`src/rtl/vec_pkg.sv`:
```
// Shared constants, operand struct and FSM encoding for the vector scaler.
package vec_pkg;
  localparam int W    = 19;
  localparam int FRAC = 8;

  localparam logic signed [W-1:0] SMAX = {1'b0, {(W-1){1'b1}}};
  localparam logic signed [W-1:0] SMIN = {1'b1, {(W-1){1'b0}}};

  localparam int X_LSB = 2*W;
  localparam int Y_LSB = W;
  localparam int Z_LSB = 0;

  localparam logic [2:0] S_IDLE = 3'd0;
  localparam logic [2:0] S_MX   = 3'd1;
  localparam logic [2:0] S_MY   = 3'd2;
  localparam logic [2:0] S_MZ   = 3'd3;
  localparam logic [2:0] S_DONE = 3'd4;

  typedef struct packed {
    logic [W-1:0]   scl;
    logic [3*W-1:0] vec;
  } vs_req_t;
endpackage

```
`src/rtl/sat_mul_shift.sv`:
```
// Signed Q-format multiply, optional round-half-up, arithmetic shift, saturate.
// Rounding is enabled by defining VECTOR_SCALE_ROUND_EN.
module sat_mul_shift
  import vec_pkg::*;
(
  input  logic signed [W-1:0] a,
  input  logic signed [W-1:0] b,
  output logic signed [W-1:0] r,
  output logic                sat
);
  logic signed [2*W-1:0] p;
  logic signed [2*W:0]   pe;
  logic signed [2*W:0]   q;
  logic                  hi, lo;

  assign p = a * b;

`ifdef VECTOR_SCALE_ROUND_EN
  // one guard bit so the half-LSB add can never wrap
  localparam logic signed [2*W:0] HALF = (2*W+1)'(1) << (FRAC-1);
  assign pe = {p[2*W-1], p} + HALF;
`else
  assign pe = {p[2*W-1], p};
`endif

  assign q = pe >>> FRAC;

  // in range only when every bit above the result sign matches q's sign
  assign hi  = !q[2*W] &&  (|q[2*W-1:W-1]);
  assign lo  =  q[2*W] && !(&q[2*W-1:W-1]);
  assign sat = hi | lo;
  assign r   = hi ? SMAX : (lo ? SMIN : q[W-1:0]);
endmodule

```
`src/rtl/vector_scale_seq.sv`:
```
// Scales a packed 3-component Q vector by a scalar using one shared multiplier.
// Build option: VECTOR_SCALE_ROUND_EN selects round-half-up instead of floor.
module vector_scale_seq
  import vec_pkg::*;
(
  input  logic           clk,
  input  logic           rst_n,
  input  logic           in_valid,
  output logic           in_ready,
  input  logic [W-1:0]   in_scalar,
  input  logic [3*W-1:0] in_vector,
  output logic           out_valid,
  input  logic           out_ready,
  output logic [3*W-1:0] out_vector,
  output logic           out_ovf
);
  logic [2:0]   state;
  vs_req_t      req_q;
  logic [W-1:0] comp;
  logic [W-1:0] r;
  logic         sat;

  // rst_n gating keeps in_ready low while reset is asserted
  assign in_ready  = rst_n && (state == S_IDLE);
  assign out_valid = (state == S_DONE);

  always_comb begin
    comp = '0;
    case (state)
      S_MX:    comp = req_q.vec[X_LSB +: W];
      S_MY:    comp = req_q.vec[Y_LSB +: W];
      S_MZ:    comp = req_q.vec[Z_LSB +: W];
      default: comp = '0;
    endcase
  end

  sat_mul_shift u_mul (
    .a   (req_q.scl),
    .b   (comp),
    .r   (r),
    .sat (sat)
  );

  always_ff @(posedge clk or negedge rst_n) begin
    if (!rst_n) begin
      state      <= S_IDLE;
      req_q      <= '0;
      out_vector <= '0;
      out_ovf    <= 1'b0;
    end else begin
      case (state)
        S_IDLE: if (in_valid) begin
          req_q   <= '{scl: in_scalar, vec: in_vector};
          out_ovf <= 1'b0;
          state   <= S_MX;
        end
        S_MX: begin
          out_vector[X_LSB +: W] <= r;
          out_ovf                <= out_ovf | sat;
          state                  <= S_MY;
        end
        S_MY: begin
          out_vector[Y_LSB +: W] <= r;
          out_ovf                <= out_ovf | sat;
          state                  <= S_MZ;
        end
        S_MZ: begin
          out_vector[Z_LSB +: W] <= r;
          out_ovf                <= out_ovf | sat;
          state                  <= S_DONE;
        end
        S_DONE: if (out_ready) state <= S_IDLE;
        default: state <= S_IDLE;
      endcase
    end
  end
endmodule

```
`config.mk`:
```
export PLATFORM = sky130hd
export DESIGN_NAME = vector_scale_seq
export DESIGN_NICKNAME = d
export VERILOG_FILES = /design/src/rtl/vec_pkg.sv /design/src/rtl/sat_mul_shift.sv /design/src/rtl/vector_scale_seq.sv
export SDC_FILE = /design/constraint.sdc
export NUM_CORES = 1
export LEC_CHECK = 0
export CORE_UTILIZATION = 61
export CTS_BUF_LIST = sky130_fd_sc_hd__clkbuf_4 sky130_fd_sc_hd__clkbuf_8
export DETAILED_ROUTE_END_ITERATION = 10
export PLACE_DENSITY = 0.86
export SYNTH_ARGS = -nofsm -noshare
export SYNTH_HDL_FRONTEND = slang
export SYNTH_SLANG_ARGS = --single-unit
```
`constraint.sdc`:
```
create_clock -name clk -period 12.5 [get_ports clk]
set_input_delay 2.5 -clock clk [delete_from_list [all_inputs] [get_ports clk]]
set_output_delay 2.5 -clock clk [all_outputs]
set_load 0.01 [all_outputs]
```
# Word level (Yosys, flattened, before mapping)
# Index checks and enable logic that the tools add are counted.
# Widths: inputs -> output; s select.
totals:
  out_inout_bits: 60
  ff_bits: 137
  wordCells: 37
  in_bits: 80
classes:
  n_mul: 1
  eq_ne: 6
  n_bitwise: 2
  n_reduce_logical: 13
  muxes: 8
ops:
  columns: ["operator", "count"]
  rows:
  - ["$pmux 19 s3", 1]
  - ["$mul 19x19->38", 1]
  - ["$mux 19", 2]
  - ["$pmux 3 s5", 1]
  - ["$reduce_and 12->1", 1]
  - ["$reduce_or 12->1", 1]
  - ["$eq 3x2->1 const B", 2]
  - ["$mux 3", 2]
  - ["$reduce_and 2->1", 3]
  - ["$eq 3x1->1 const B", 1]
  - ["$eq 3x3->1 const B", 1]
  - ["$logic_and 1x1->1", 3]
  - ["$logic_not 3->1", 1]
  - ["$reduce_or 3->1", 1]
  - ["$logic_not 1->1", 2]
  - ["$ne 2x1->1 const B", 1]
  - ["$ne 2x2->1 const B", 1]
  - ["$or 1x1->1", 2]
  - ["$pmux 1 s2", 1]
  - ["$reduce_bool 2->1", 1]
  - ["$mux 1", 1]

# Logic depth before layout (Yosys ltp)
depth:
  word_depth: 9
  depth_mapped: 35
  ltp_nobuf: 29

# Cells and area by module
# From an unflattened synthesis, not the netlist that was laid out.
hier_totals:
  cells_unflattened: 1929
  hier_area_um2: 19797.7
modules_own_cells:
  columns: ["mod", "cells_per_inst", "seq_area_each_um2", "area_per_inst_um2", "instances"]
  rows:
  - ["sat_mul_shift", 1557, 0.0, 14169.8, 1]
  - ["vector_scale_seq", 372, 3428.3, 5627.9, 1]

# Worst setup path after synthesis
# No wires, ideal clock.
synth_timing:
  path_type: "flip-flop to flip-flop"
  from: "register state[0]"
  to: "register out_vector[17]"
  n_path_buf: 4
  t_arrival_ns: 8.571
  synth_period_minus_slack_ns: 8.648
  required_time_ns: 12.423
  setup_time_ns: 0.077
  setup_slack_ns: 3.852
  path_stages_with_launch: 32
  cell_sequence: "dfrtp_1 buf_1 clkbuf_1 mux2_2 a22oi_1 nor2_1 clkbuf_1 nand2_1 inv_1 fa_1 fa_1 inv_1 fa_1 fa_1 inv_1 fa_1 inv_1 fa_1 inv_1 ha_1 ha_1 a21o_1 a21o_1 a21oi_1 mux2_2 a311o_1 a311oi_1 nand2_1 o41ai_4 buf_6 a31oi_2 a21oi_1"
synth_via:
  elab_chain_cells: 8
  elab_cells_between_ends: 13
  classes_between: "mul: 1; eq/ne: 3; mux: 3; reduce/logical: 6"
synth_rtl:
  columns: ["element", "line_no", "source"]
  rows:
  - ["from (decl)", "vector_scale_seq.sv:17", "logic [2:0] state;"]
  - ["from (signal assigned)", "vector_scale_seq.sv:46", "state <= S_IDLE;"]
  - ["from (signal assigned)", "vector_scale_seq.sv:55", "state <= S_MX;"]
  - ["from (signal assigned)", "vector_scale_seq.sv:60", "state <= S_MY;"]
  - ["$eq 3x2->1, or another cell as far along", "vector_scale_seq.sv:29, vector_scale_seq.sv:51", null]
  - ["$pmux 19 s3", "vector_scale_seq.sv:29", "case (state)"]
  - ["$mul 19x19->38", "sat_mul_shift.sv:16", "assign p = a * b;"]
  - ["$reduce_and 12->1", "sat_mul_shift.sv:30", "assign lo = q[2*W] && !(&q[2*W-1:W-1]);"]
  - ["$logic_not 1->1", "sat_mul_shift.sv:30", null]
  - ["$logic_and 1x1->1", "sat_mul_shift.sv:30", null]
  - ["$mux 19 (2 in a row)", "sat_mul_shift.sv:32", "assign r = hi ? SMAX : (lo ? SMIN : q[W-1:0]);"]
  - ["to (signal, indexed assignment)", "vector_scale_seq.sv:58", "out_vector[X_LSB +: W] <= r;"]
  - ["to (signal, indexed assignment)", "vector_scale_seq.sv:63", "out_vector[Y_LSB +: W] <= r;"]
  - ["to (signal, indexed assignment)", "vector_scale_seq.sv:68", "out_vector[Z_LSB +: W] <= r;"]
  - ["to (decl)", "vector_scale_seq.sv:14", "output logic [3*W-1:0] out_vector,"]
# Several ways; a longest one is shown, not always the timed one.
# A chain may end at the register's enable or synchronous reset.

# Worst setup path in the final report
layout_timing:
  from: "register state[0]"
  to: "register out_vector[39]"
layout_via:
  elab_chain_cells: 8
  elab_cells_between_ends: 13
  classes_between: "mul: 1; eq/ne: 3; mux: 3; reduce/logical: 6"
layout_rtl:
  columns: ["element", "line_no"]
  rows:
  - ["$eq 3x2->1 or $eq 3x1->1 (tied branches)", "vector_scale_seq.sv:29, vector_scale_seq.sv:51"]
  - ["$pmux 19 s3", "vector_scale_seq.sv:29"]
  - ["$mul 19x19->38", "sat_mul_shift.sv:16"]
  - ["$reduce_and 12->1", "sat_mul_shift.sv:30"]
  - ["$logic_not 1->1", "sat_mul_shift.sv:30"]
  - ["$logic_and 1x1->1", "sat_mul_shift.sv:30"]
  - ["$mux 19 (2 in a row)", "sat_mul_shift.sv:32"]
# Several ways; a longest one is shown, not always the timed one.

==> impl_metrics.py <==
metrics = {
    "placement": {
        "routabilityCongestion": 0.9394,
        "dp.cells": 2493,
        "dp_hpwl_mm": 38.29,
        "port_buffers": 139,
    },
    "layout": {
        "layout_commonest_cell": "inv_1",
        "seq_area_mm2": 0.003428,
        "layout-drive-gt1-share_pct": 7.960,
        "antenna_cells": 0,
        "layout.cells.non_filler": 2525,
        "n_fill_cell": 2230,
        "post-route-util_pct": 68.53,
        "multiInputGateArea_mm2": 0.01429,
        "final_cell_mix": "inv_1, fa_1, nand2_1",
        "area_growth_pct": 10.49,
        "nets": 2666,
    },
    "setup_path": {
        "endpoint_kind": "flop",
        "cp-start-kind": "flop",
        "worstPathRequired_ps": 12870,
        "critPathKind": "flop to flop",
        "crit_fanout": 32,
        "cp.arrival_ps": 10210,
        "max_stage_delay_ps": 960,
        "path_common_cell": "fa_1",
        "critPathSlowestCell": "o41ai_4",
    },
    "timing": {
        "hold_viol": 0,
        "post-route-min-period_ps": 9842,
        "slew_violations": 0,
        "slew-limit-headroom_pct": 24.74,
        "setup_viol": 0,
        "setup_tns_ps": 0,
        "finalCritPeriodShare_pct": 78.73,
        "fmax_ghz": 0.1016,
        "tightest_slew_ps": 1126,
        "skew_ps": 20.20,
        "rsz0062_at_grt": "false",
    },
    "yosys": {
        "synth_ff_type": "dfrtp_1",
        "synth_cell_types": 66,
        "ys_top_cells_by_area": "fa_1, dfrtp_1, inv_1",
        "synth_edf_count": 0,
        "postSynthAreaPerCell_um2": 9.603,
        "synth-seq-cells": 137,
        "syn_inst": 2038,
        "synth_top_area_share_pct": 37.64,
        "yosys.area.top_type": "fa_1",
        "yosysSeqAreaShare_pct": 17.52,
        "yosysWarningCount": 0,
        "syn-cell-area_mm2": 0.01957,
        "syn-num-nets": 2594,
        "ys_async_sr_fraction_pct": 100.0,
    },
    "clock_network": {
        "cts_resized": 0,
        "clk_path_buf_depth": 2,
        "numCtsBuffers": 17,
        "h-tree-depth": 4,
        "cts_hold_repair.buffers": 0,
        "cts.sinks": 137,
        "cts.root.buffer_cell": "clkbuf_8",
        "path_clk_slew_ps": 90,
        "tritoncts": "done",
        "cts_setup_buffers": 0,
        "clk_latency_ps": 480,
    },
    "worst_hold_path": {
        "min_path_type": "flop to flop",
    },
    "global_routing": {
        "groute.usage.overall_pct": 32.43,
        "antenna_found_initial": 0,
        "overflow": 0,
        "grt_pass1_wl_mm": 83.68,
        "first_global_vias": 16210,
        "grt_max_degree": 78,
    },
    "drt": {
        "drcViolationCount": 0,
        "drt-vias-per-instance": 5.787,
        "wl_per_cell_um": 19.29,
        "drt-initial-drc-count": 1116,
        "ant_nets": 0,
        "via_count": 14610,
        "first_pass_iters": 6,
        "wl_mm": 48.70,
    },
    "die": {
        "dieArea_mm2": 0.03280,
        "coreArea_mm2": 0.03156,
        "core.rowCount": 65,
        "die_h_um": 181.1,
        "die_w_um": 181.1,
        "start_util_pct": 62.02,
        "ios": 140,
    },
    "status": {
        "status": "finished clean",
    },
    "flow_run": {
        "cap_violations": 0,
    },
}
## final timing paths
| kind | from | endpoint | slack, ps | cells past startpoint |
|---|---|---|---|---|
| worst max register to register | state[0] | out_vector[39] | 2660 | 27 |
| worst max-delay path | state[0] | out_vector[39] | 2660 | 27 |
| max in group asynchronous | rst_n | req_q[60] | 9130 | 2 |
| worst min register to register | out_vector[6] | out_vector[6] | 490 | 2 |
| worst min-delay path | out_vector[6] | out_vector[6] | 490 | 2 |
| min in group asynchronous | rst_n | out_vector[44] | 1980 | 1 |
## metal layers
metal	part of all wire, %	vias up	track usage (%)
met5	0	-	0
met4	2.5	0	9.695
met3	8.7	113	7.257
met2	49	698	52.86
met1	40	7404	43.62
li1	-	6397	-
## cell usage after synthesis (3+ instances only)
cell type  count
o21ai_0       55
nor3_1        15
o21a_1         5
buf_1          8
a31oi_1        7
fa_1         368
mux2_2        95
a22oi_1       17
nor4_1         4
a41oi_1        3
clkbuf_1      97
inv_1        381
a21o_1         8
or4_1          3
o21bai_1       4
buf_2          4
or3_1          3
a21oi_1       62
or2_2          6
o211ai_1       3
xnor2_1       19
and2_1       190
nand3_1       10
a311oi_1       3
dfrtp_1      137
xor2_1        12
nor2_1        77
ha_1         108
o21ai_1       25
nand2_1      250
nand4_1       15
nor2b_1        4
## critical path, delay by kind of cell, from the launching register on
family,cells,cell delay (ps)
fa+ha+maj,8,4200
simple gates,4,1290
buf+inv,5,770
flops,1,330
mux,1,360
compound gates,9,2770
## final cells by class
class                      instances  share of cell area (%)
inverter                         381                   6.613
timing repair buffer             164                   7.308
clock inverter                    13                  0.6249
clock buffer                      19                   1.180
sequential                       137                   15.85
multi-input combinational       1409                   66.09
tap                              402                   2.326
## flip-flops by register name (all words and copies together), names as in the netlist
register,flops
out_ovf,1
out_vector,57
req_q,76
state,3
## cell families (layout without fill, tap and decap cells)
| group | count (synthesis) | in the layout | synth area share (%) |
|---|---|---|---|
| mux | 97 | 97 | 5.575 |
| compound gates | 218 | 218 | 6.956 |
| fa+ha+maj | 476 | 476 | 44.55 |
| flops | 137 | 137 | 17.52 |
| xor+xnor | 31 | 31 | 1.387 |
| simple gates | 587 | 587 | 14.50 |
| buf+inv | 492 | 577 | 9.519 |
## per-stage QoR
step | instance area, um2 | hold slack, ps | worst slack, ps
3_5_place_dp | 21230 | 476.1 | 2692
6_report | 21620 | 493.3 | 2658
5_1_grt | 21620 | 512.3 | 2044
3_3_place_gp | 21230 | 460.2 | 2905
2_1_floorplan | 19570 | 473.3 | 3852
4_1_cts | 21620 | 499.6 | 2636
Power is left out: the tool's default activity adds up to more than one toggle a clock period on the data nets, which glitch-free logic cannot reach.
